===== src/rtl/data_mem_responder_if.sv =====
// Request/response bus between the multi-cycle CPU and the data memory responder.
interface data_mem_responder_if;
  logic        mRD;
  logic        mWR;
  logic [31:0] DataAddr;
  logic [31:0] DataIn;
  logic [31:0] DataOut;
  logic        ready;
  logic        addr_err;

  modport master (
    output mRD, mWR, DataAddr, DataIn,
    input  DataOut, ready, addr_err
  );

  modport slave (
    input  mRD, mWR, DataAddr, DataIn,
    output DataOut, ready, addr_err
  );
endinterface


===== src/rtl/data_mem_responder.sv =====
// Word-addressed data memory with a fixed response latency and a one-cycle ready strobe.
// Rejected requests (misaligned, out of range, read+write) still complete, flagged by addr_err.
module data_mem_responder #(
  parameter int unsigned DEPTH_WORDS = 32,
  parameter int unsigned LATENCY     = 2
) (
  input  logic                 clk,
  input  logic                 rst,
  data_mem_responder_if.slave  bus
);

  localparam int unsigned IDX_W  = (DEPTH_WORDS > 1) ? $clog2(DEPTH_WORDS) : 1;
  localparam int unsigned CNT_W  = 4;
  localparam int unsigned DATA_W = 32;

  localparam logic [1:0] S_IDLE = 2'd0;
  localparam logic [1:0] S_WAIT = 2'd1;
  localparam logic [1:0] S_ACK  = 2'd2;

  logic [1:0]        state_q,    state_d;
  logic [CNT_W-1:0]  cnt_q,      cnt_d;
  logic              valid_q,    valid_d;
  logic              is_wr_q,    is_wr_d;
  logic [IDX_W-1:0]  idx_q,      idx_d;
  logic [DATA_W-1:0] wdata_q,    wdata_d;
  logic [DATA_W-1:0] data_out_q, data_out_d;
  logic              ready_q,    ready_d;
  logic              addr_err_q, addr_err_d;
  logic [DATA_W-1:0] mem_q [DEPTH_WORDS];
  logic [DATA_W-1:0] mem_d [DEPTH_WORDS];

  logic              req;
  logic              in_valid;
  logic [IDX_W-1:0]  in_idx;
  logic              commit;
  logic              cur_valid;
  logic              cur_wr;
  logic [IDX_W-1:0]  cur_idx;
  logic [DATA_W-1:0] cur_wdata;

  // Decode of the live request, only meaningful in IDLE.
  always_comb begin
    req      = bus.mRD | bus.mWR;
    in_valid = (bus.DataAddr[1:0] == 2'b00)
            && (bus.DataAddr[31:2] < 30'(DEPTH_WORDS))
            && (bus.mRD ^ bus.mWR);
    in_idx   = bus.DataAddr[IDX_W+1:2];
  end

  // With zero latency the request commits on its accepting edge, so use live inputs there.
  always_comb begin
    if (state_q == S_IDLE) begin
      cur_valid = in_valid;
      cur_wr    = bus.mWR;
      cur_idx   = in_idx;
      cur_wdata = bus.DataIn;
    end else begin
      cur_valid = valid_q;
      cur_wr    = is_wr_q;
      cur_idx   = idx_q;
      cur_wdata = wdata_q;
    end
  end

  // Next-state, latch and commit logic.
  always_comb begin
    state_d    = state_q;
    cnt_d      = cnt_q;
    valid_d    = valid_q;
    is_wr_d    = is_wr_q;
    idx_d      = idx_q;
    wdata_d    = wdata_q;
    data_out_d = data_out_q;
    ready_d    = 1'b0;
    addr_err_d = 1'b0;
    commit     = 1'b0;
    mem_d      = mem_q;

    case (state_q)
      S_IDLE: begin
        if (req) begin
          valid_d = in_valid;
          is_wr_d = bus.mWR;
          idx_d   = in_idx;
          wdata_d = bus.DataIn;
          if (LATENCY == 0) begin
            state_d = S_ACK;
            commit  = 1'b1;
          end else begin
            state_d = S_WAIT;
            cnt_d   = CNT_W'(LATENCY - 1);
          end
        end
      end
      S_WAIT: begin
        if (cnt_q == '0) begin
          state_d = S_ACK;
          commit  = 1'b1;
        end else begin
          cnt_d = cnt_q - CNT_W'(1);
        end
      end
      S_ACK: begin
        state_d = S_IDLE;
      end
      default: begin
        state_d = S_IDLE;
      end
    endcase

    // Memory side effects happen on the edge entering ACK.
    if (commit) begin
      ready_d    = 1'b1;
      addr_err_d = ~cur_valid;
      if (cur_valid) begin
        if (cur_wr) begin
          mem_d[cur_idx] = cur_wdata;
        end else begin
          data_out_d = mem_q[cur_idx];
        end
      end
    end
  end

  always_ff @(posedge clk) begin
    if (rst) begin
      state_q    <= S_IDLE;
      cnt_q      <= '0;
      valid_q    <= 1'b0;
      is_wr_q    <= 1'b0;
      idx_q      <= '0;
      wdata_q    <= '0;
      data_out_q <= '0;
      ready_q    <= 1'b0;
      addr_err_q <= 1'b0;
      mem_q      <= '{default: '0};
    end else begin
      state_q    <= state_d;
      cnt_q      <= cnt_d;
      valid_q    <= valid_d;
      is_wr_q    <= is_wr_d;
      idx_q      <= idx_d;
      wdata_q    <= wdata_d;
      data_out_q <= data_out_d;
      ready_q    <= ready_d;
      addr_err_q <= addr_err_d;
      mem_q      <= mem_d;
    end
  end

  assign bus.DataOut  = data_out_q;
  assign bus.ready    = ready_q;
  assign bus.addr_err = addr_err_q;

endmodule


===== src/flat_wrapper.sv =====
// flat-port wrapper written by rule: the top's interface ports become plain ports
module data_mem_responder_flat 
#(
  parameter int unsigned DEPTH_WORDS = 32,
  parameter int unsigned LATENCY     = 2
)
  (clk, rst, bus_mRD, bus_mWR, bus_DataAddr, bus_DataIn, bus_DataOut, bus_ready, bus_addr_err);
  data_mem_responder_if bus_i ();
  input  logic clk;
  input  logic rst;
  input wire logic [$bits(bus_i.mRD)-1:0] bus_mRD;
  input wire logic [$bits(bus_i.mWR)-1:0] bus_mWR;
  input wire logic [$bits(bus_i.DataAddr)-1:0] bus_DataAddr;
  input wire logic [$bits(bus_i.DataIn)-1:0] bus_DataIn;
  output wire logic [$bits(bus_i.DataOut)-1:0] bus_DataOut;
  output wire logic [$bits(bus_i.ready)-1:0] bus_ready;
  output wire logic [$bits(bus_i.addr_err)-1:0] bus_addr_err;
  assign bus_i.mRD = bus_mRD;
  assign bus_i.mWR = bus_mWR;
  assign bus_i.DataAddr = bus_DataAddr;
  assign bus_i.DataIn = bus_DataIn;
  assign bus_DataOut = bus_i.DataOut;
  assign bus_ready = bus_i.ready;
  assign bus_addr_err = bus_i.addr_err;
  data_mem_responder #(.DEPTH_WORDS(DEPTH_WORDS), .LATENCY(LATENCY)) u_core (.clk(clk), .rst(rst), .bus(bus_i));
endmodule

===== config.mk =====
export PLATFORM = sky130hd
export DESIGN_NAME = data_mem_responder_flat
export DESIGN_NICKNAME = d
export VERILOG_FILES = /design/src/rtl/data_mem_responder_if.sv /design/src/rtl/data_mem_responder.sv /design/src/flat_wrapper.sv
export SDC_FILE = /design/constraint.sdc
export NUM_CORES = 2
export LEC_CHECK = 0
export ABC_AREA = 0
export CORE_UTILIZATION = 30
export DETAILED_ROUTE_END_ITERATION = 7
export SLEW_MARGIN = 20
export SYNTH_ARGS = -nofsm -noshare
export SYNTH_HDL_FRONTEND = slang
export SYNTH_SLANG_ARGS = --single-unit

===== constraint.sdc =====
create_clock -name clk -period 3.55 [get_ports clk]
set_input_delay 0.71 -clock clk [delete_from_list [all_inputs] [get_ports clk]]
set_output_delay 0.71 -clock clk [all_outputs]
set_load 0.05 [all_outputs]

**Word level (Yosys, flattened, before mapping)**

Index checks and enable logic that the tools add are counted.

- Add/subtract/negate cells: 1
- Order comparisons: 3
- Equal/unequal tests: 4
- Mux-type cells: 19
- Bitwise logic cells: 6
- Reductions and logical operators: 13

Operators with widths:

| kind | count |
|---|---|
| 1024-bit bitwise mux | 1 |
| 32-bit binary-select mux with 5-bit select | 1 |
| 32-bit demux with 5-bit select | 1 |
| 32-bit 2-to-1 mux | 4 |
| 30-bit by 6-bit less-than comparator with 1-bit output (second input constant) | 1 |
| 3-bit AND reduction | 3 |
| 4-bit 2-to-1 mux | 2 |
| 4-bit case mux with 2 select lines | 1 |
| 6-bit >= comparator (second input constant) | 1 |
| 6-bit by 1-bit less-than comparator with 1-bit output (second input constant) | 1 |
| 5-bit inverter with 6-bit output | 1 |
| 1-bit 2-to-1 mux | 5 |
| 5-bit 2-to-1 mux | 1 |
| 2-bit zero test | 2 |
| 4-bit zero test | 1 |
| 2-bit 2-to-1 mux | 2 |
| 2-bit by 1-bit != test with 1-bit output (second input constant) | 2 |
| 2-bit case mux with 2 select lines | 1 |
| 2-bit AND reduction | 2 |
| 4-bit by 1-bit subtractor with 4-bit output (second input constant) | 1 |
| 1-bit logical AND | 3 |
| 1-bit inverter | 3 |
| 2-bit by 1-bit == test with 1-bit output (second input constant) | 1 |
| 2-bit != test (second input constant) | 1 |
| 4 further kinds | 4 |

- Flip-flop bits (word level): 1103
- Logic and storage cells: 87

**Longest topological paths before layout**

- Depth after elaboration: 8
- Gate-level depth with buffers: 12

**Worst setup path after synthesis**

OpenSTA, ideal clock, no wires.

- Kind: input port to flip-flop
- Start point: in bus_DataAddr[3]
- End point: reg u_core.mem_q[214] (netlist name)
- Library setup time: 143 ps
- Arrival: 2507 ps
- Data required time: 3407 ps
- Slack: 899 ps
- Cell stages on the path: 9
- Buffers on the path: 4
- Cell sequence: or3b_4 and2_4 buf_6 buf_12 buf_8 nand3_4 nor2_8 buf_2 a211oi_2

- Longest elaborated chain between the ends: 7

RTL lines:

| what | RTL line | source |
|---|---|---|
| from (decl) | flat_wrapper.sv:13 | `input wire logic [$bits(bus_i.DataAddr)-1:0] bus_DataAddr;` |
| branches (longest 7 deep; another with 30-bit by 6-bit less-than comparator with 1-bit output) | - |  |
| to (signal assigned) | data_mem_responder.sv:147 | `mem_q <= mem_d;` |
| to (decl) | data_mem_responder.sv:29 | `logic [DATA_W-1:0] mem_q [DEPTH_WORDS];` |

Several ways; the timed one is not identified.
A chain may end at the register's enable or synchronous reset.

**Final worst setup path**

- Start point: reg u_core.data_out_q[8] (netlist: u_core.bus.DataOut[8])
- End point: out bus_DataOut[8]

RTL lines:

| what | RTL line | source |
|---|---|---|
| from (decl) | data_mem_responder.sv:26 | `logic [DATA_W-1:0] data_out_q, data_out_d;` |
| from (signal assigned) | data_mem_responder.sv:144 | `data_out_q <= data_out_d;` |
| to (decl) | flat_wrapper.sv:15 | `output wire logic [$bits(bus_i.DataOut)-1:0] bus_DataOut;` |

No word-level cell between the ends.

==> key figures <==
Status
  – Status: finished clean

Power
  – Clock share of power: 0.424
  – Pleak: 16.77 nW
  – Maximum vdd ir drop: 0.0003689 V
  – NetSw: 0.007505 W
  – Sw Ratio: 0.2693
  – Seq pwr share: 0.448
  – P per Cell Area: 516.0 nW/um^2
  – Comb pwr share: 0.128
  – P_int: 0.02037 W

Logic synthesis
  – Compound-Gate Fraction of Synth Area: 0.2147
  – Distinct cells, synth: 58
  – Yosys warns: 0
  – Largest family of logic cells by synthesized area: compound AO/OA/AOI/OAI gates
  – Most used flip-flop cell after synthesis: dfxtp_1
  – Mux cell area share after synthesis: 0.1183
  – Syn avg cell area: 10.04 sq um
  – Cell area after synthesis: 46050 sq um
  – Number of synthesized flops with an enable pin: 0
  – Post-synthesis xor/xnor area fraction: 0.0003804
  – Post-Synth Simple-Gate Area: 0.1297
  – Seq/Total Area, Yosys: 0.4795
  – Async SR Flop Fraction: 0
  – Synth Net Count: 4656
  – Synth Area in Adders: 0.0005434
  – Synthesized flop and latch total: 1103
  – Gate Count Post-Synth: 4586

Worst setup path
  – Kind of critical path: flip-flop to primary output
  – CP arrival: 2.33 ns
  – Critical path cell sequence: clkdlybuf4s50_1
  – Worst setup EP type: primary output
  – Worst r2r src: u_core.state_q[1]
  – Crit path max-delay family: buffers and inverters
  – R2r worst-path depth: 8
  – Stages on worst setup path: 1
  – CP peak stage delay: 0.92 ns
  – CP max-delay cell: clkdlybuf4s50_1
  – CP Max Fanout: 2
  – CP Data Required Time: 2.84 ns
  – Worst setup path startpoint: u_core.bus.DataOut[8]
  – Setup crit start kind: flip-flop
  – WP buf/inv: 1

STA
  – RSZ-0062 raised after global routing: no
  – Tcrit/Tclk final: 0.8555
  – Hold slack: 0.4809 ns
  – Max-slew headroom: 0.4403
  – Setup TNS: 0 ns
  – Max Fclk: 329.3 MHz
  – Clock Skew: 0.02768 ns
  – Hold Fails Final Rpt: 0
  – Final worst slack: 0.5130 ns
  – Post-layout minimum cycle time: 3.037 ns
  – Final setup viols: 0
  – Max-slew violation count: 0
  – Actual slew at the worst max-slew pin: 0.8346 ns

Finish
  – Ant. Diodes: 0
  – Share of layout cells above drive strength 1: 0.1704
  – Layout Nets: 4556
  – Fin util: 0.3551
  – Area Overhead vs Synth: 17.28%
  – Cell area after layout: 54010 sq um
  – Fill count: 15070

Floorplan
  – Die Height: 393.8 um
  – # rows: 143
  – IO Count: 102
  – Die ar.: 155100 sq um
  – Die Wd: 393.8 um
  – Initial core utilization: 0.3028
  – Core area: 152100 sq um

Route
  – Vias per Instance: 5.389
  – Detailed-route via count: 35600
  – WL final: 147.1 mm
  – Initial DRT Pass Iterations: 7
  – Wire length per cell: 22.27 um
  – Drt drc: 0
  – Final ANT Viol Nets: 0
  – Initial DRC Count: 3632

Global route
  – Largest net degree at the start of global routing: 154
  – Initial antenna violation count: 8
  – Total GRT Usage: 0.1855
  – First-pass GRT wire length: 222.1 mm
  – Grt total ovfl: 0
  – Vias in the first global route: 33790

Clock network
  – Clk buf depth: 3
  – H-tree Lvls: 3
  – Worst-path clk slew: 0.07 ns
  – CTS sink cnt: 1103
  – Clk Latency, worst-skew pair: 0.72 ns
  – Clk root buf: clkbuf_16
  – Post-CTS Setup Repair Bufs: 0
  – CTS tree: built
  – TritonCTS Buffers: 109
  – CTS resizes: 0
  – CTS Hold Bufs: 0

Hold path
  – Hold Crit Depth: 2
  – Hold Startpoint: rst
  – HP Class: input port to flip-flop

Place
  – Dpl cell area: 50380 sq um
  – HPWL Detailed: 88.47 mm
  – GPL Wtd Cong: 0.8005
  – Setup WS pre-CTS: 0.003383 ns
  – IO buf count: 101

Run
  – Max-cap violations: 0
==> power groups by stage <==
stage / sequential, W / combinational, W / clock [W]
after floorplan: 0.0127 / 0.00206 / 0
after global placement: 0.0128 / 0.00354 / 0
after detailed placement: 0.0128 / 0.00355 / 0
after CTS: 0.0125 / 0.00356 / 0.0120
after global routing: 0.0125 / 0.00374 / 0.0125
final: 0.0125 / 0.00357 / 0.0118
==> cells in the final DEF (no fill, tap or decap), types with 4 or more instances in the layout <==
cell type	n
bufinv_16	6
clkbuf_1	23
a311oi_1	46
nand3_1	16
a22o_1	13
a22oi_1	70
nor4_1	6
a211oi_2	62
mux2i_1	4
inv_1	4
clkinvlp_4	4
nor3_1	4
nor2_4	9
dfxtp_1	1103
clkdlybuf4s50_1	100
buf_12	99
nor2_1	1061
o21ai_0	8
nand2_1	177
a31oi_1	11
nand3_4	4
mux2i_4	33
a211oi_1	993
clkbuf_8	27
and3_1	47
buf_4	121
clkbuf_16	111
mux4_2	224
a21oi_1	81
and2_2	7
clkinv_2	26
nor2_8	25
nand2_2	6
==> cells in the mapped netlist, drive strengths merged, types with 3 or more instances <==
cell    instances  area, sq um
mux2i          37        370.4
nand2         184        713.2
inv             4        15.01
a22o           13        113.9
nor3            4        20.02
and2           10        65.06
mux4          224         5045
a211oi       1055         8230
o21ai          11        66.32
a311oi         46        402.9
clkbuf        285         1070
nor2         1095         4557
dfxtp        1103        22080
a22oi          70        525.5
mux2            3        33.78
nor4            6        37.54
buf           247         1535
nand3          20        150.1
and3           47        294.0
a31oi          11        68.82
a21oi          81        405.4
==> final cells by class <==
cell class	count	area, sq um	share of cell area
Tap cell	2030	2540	0.04703
Sequential cell	1103	22080	0.4088
Clock buffer	161	3236	0.05991
Timing Repair Buffer	321	3906	0.07232
Inverter	4	15.01	0.0002780
Clock inverter	41	397.9	0.007367
Multi-Input combinational cell	2947	21830	0.4043
==> path summary, 6_finish.rpt <==
kind	endpoint	slack, ns
setup / recovery	bus_DataOut[8]	0.51
hold / removal	u_core.mem_q[449]	0.48
setup reg to reg	u_core.mem_q[673]	0.57
hold reg to reg	u_core.wdata_q[24]	0.49
==> worst reg2reg max path: cells and delay by family, from the launching register on <==
family / cells / cell delay [ns]
multiplexers: 1 / 0.52
AO/OA/AOI/OAI: 1 / 0.23
flip-flops: 1 / 0.46
AND/OR/NAND/NOR: 4 / 1.06
buffers and inverters: 2 / 0.59
==> registers in the layout (all words and copies together) (netlist names) <==
| name | count |
|---|---|
| u_core.wdata_q | 32 |
| u_core.state_q | 2 |
| u_core.is_wr_q | 1 |
| u_core.idx_q | 5 |
| u_core.bus.DataOut | 32 |
| u_core.valid_q | 1 |
| u_core.bus.addr_err | 1 |
| u_core.cnt_q | 4 |
| u_core.mem_q | 1024 |
| u_core.bus.ready | 1 |
==> logic make-up (layout without fill, tap and decap cells) <==
kind of cell / Yosys count / in the layout
fa+ha+maj: 2 / 2
simple gates: 1383 / 1383
mux: 264 / 264
flops: 1103 / 1103
buf+inv: 536 / 527
compound gates: 1296 / 1296
xor+xnor: 2 / 2
==> routing by layer <==
| layer | up-vias | wire [um] | GRT usage |
|---|---|---|---|
| met5 | - | 41 | 0 |
| li1 | 16690 | - | - |
| met1 | 17550 | 67010 | 0.2619 |
| met2 | 1137 | 66620 | 0.2898 |
| met3 | 222 | 9749 | 0.03344 |
| met4 | 6 | 3696 | 0.04864 |
==> metrics by stage <==
step	power (W)	instances
2_1_floorplan	0.01479	4586
3_3_place_gp	0.01631	6405
3_5_place_dp	0.01632	6405
4_1_cts	0.02802	6607
5_1_grt	0.02875	6607
6_report	0.02787	6607
No activity file was read; power rests on OpenSTA's default activity.
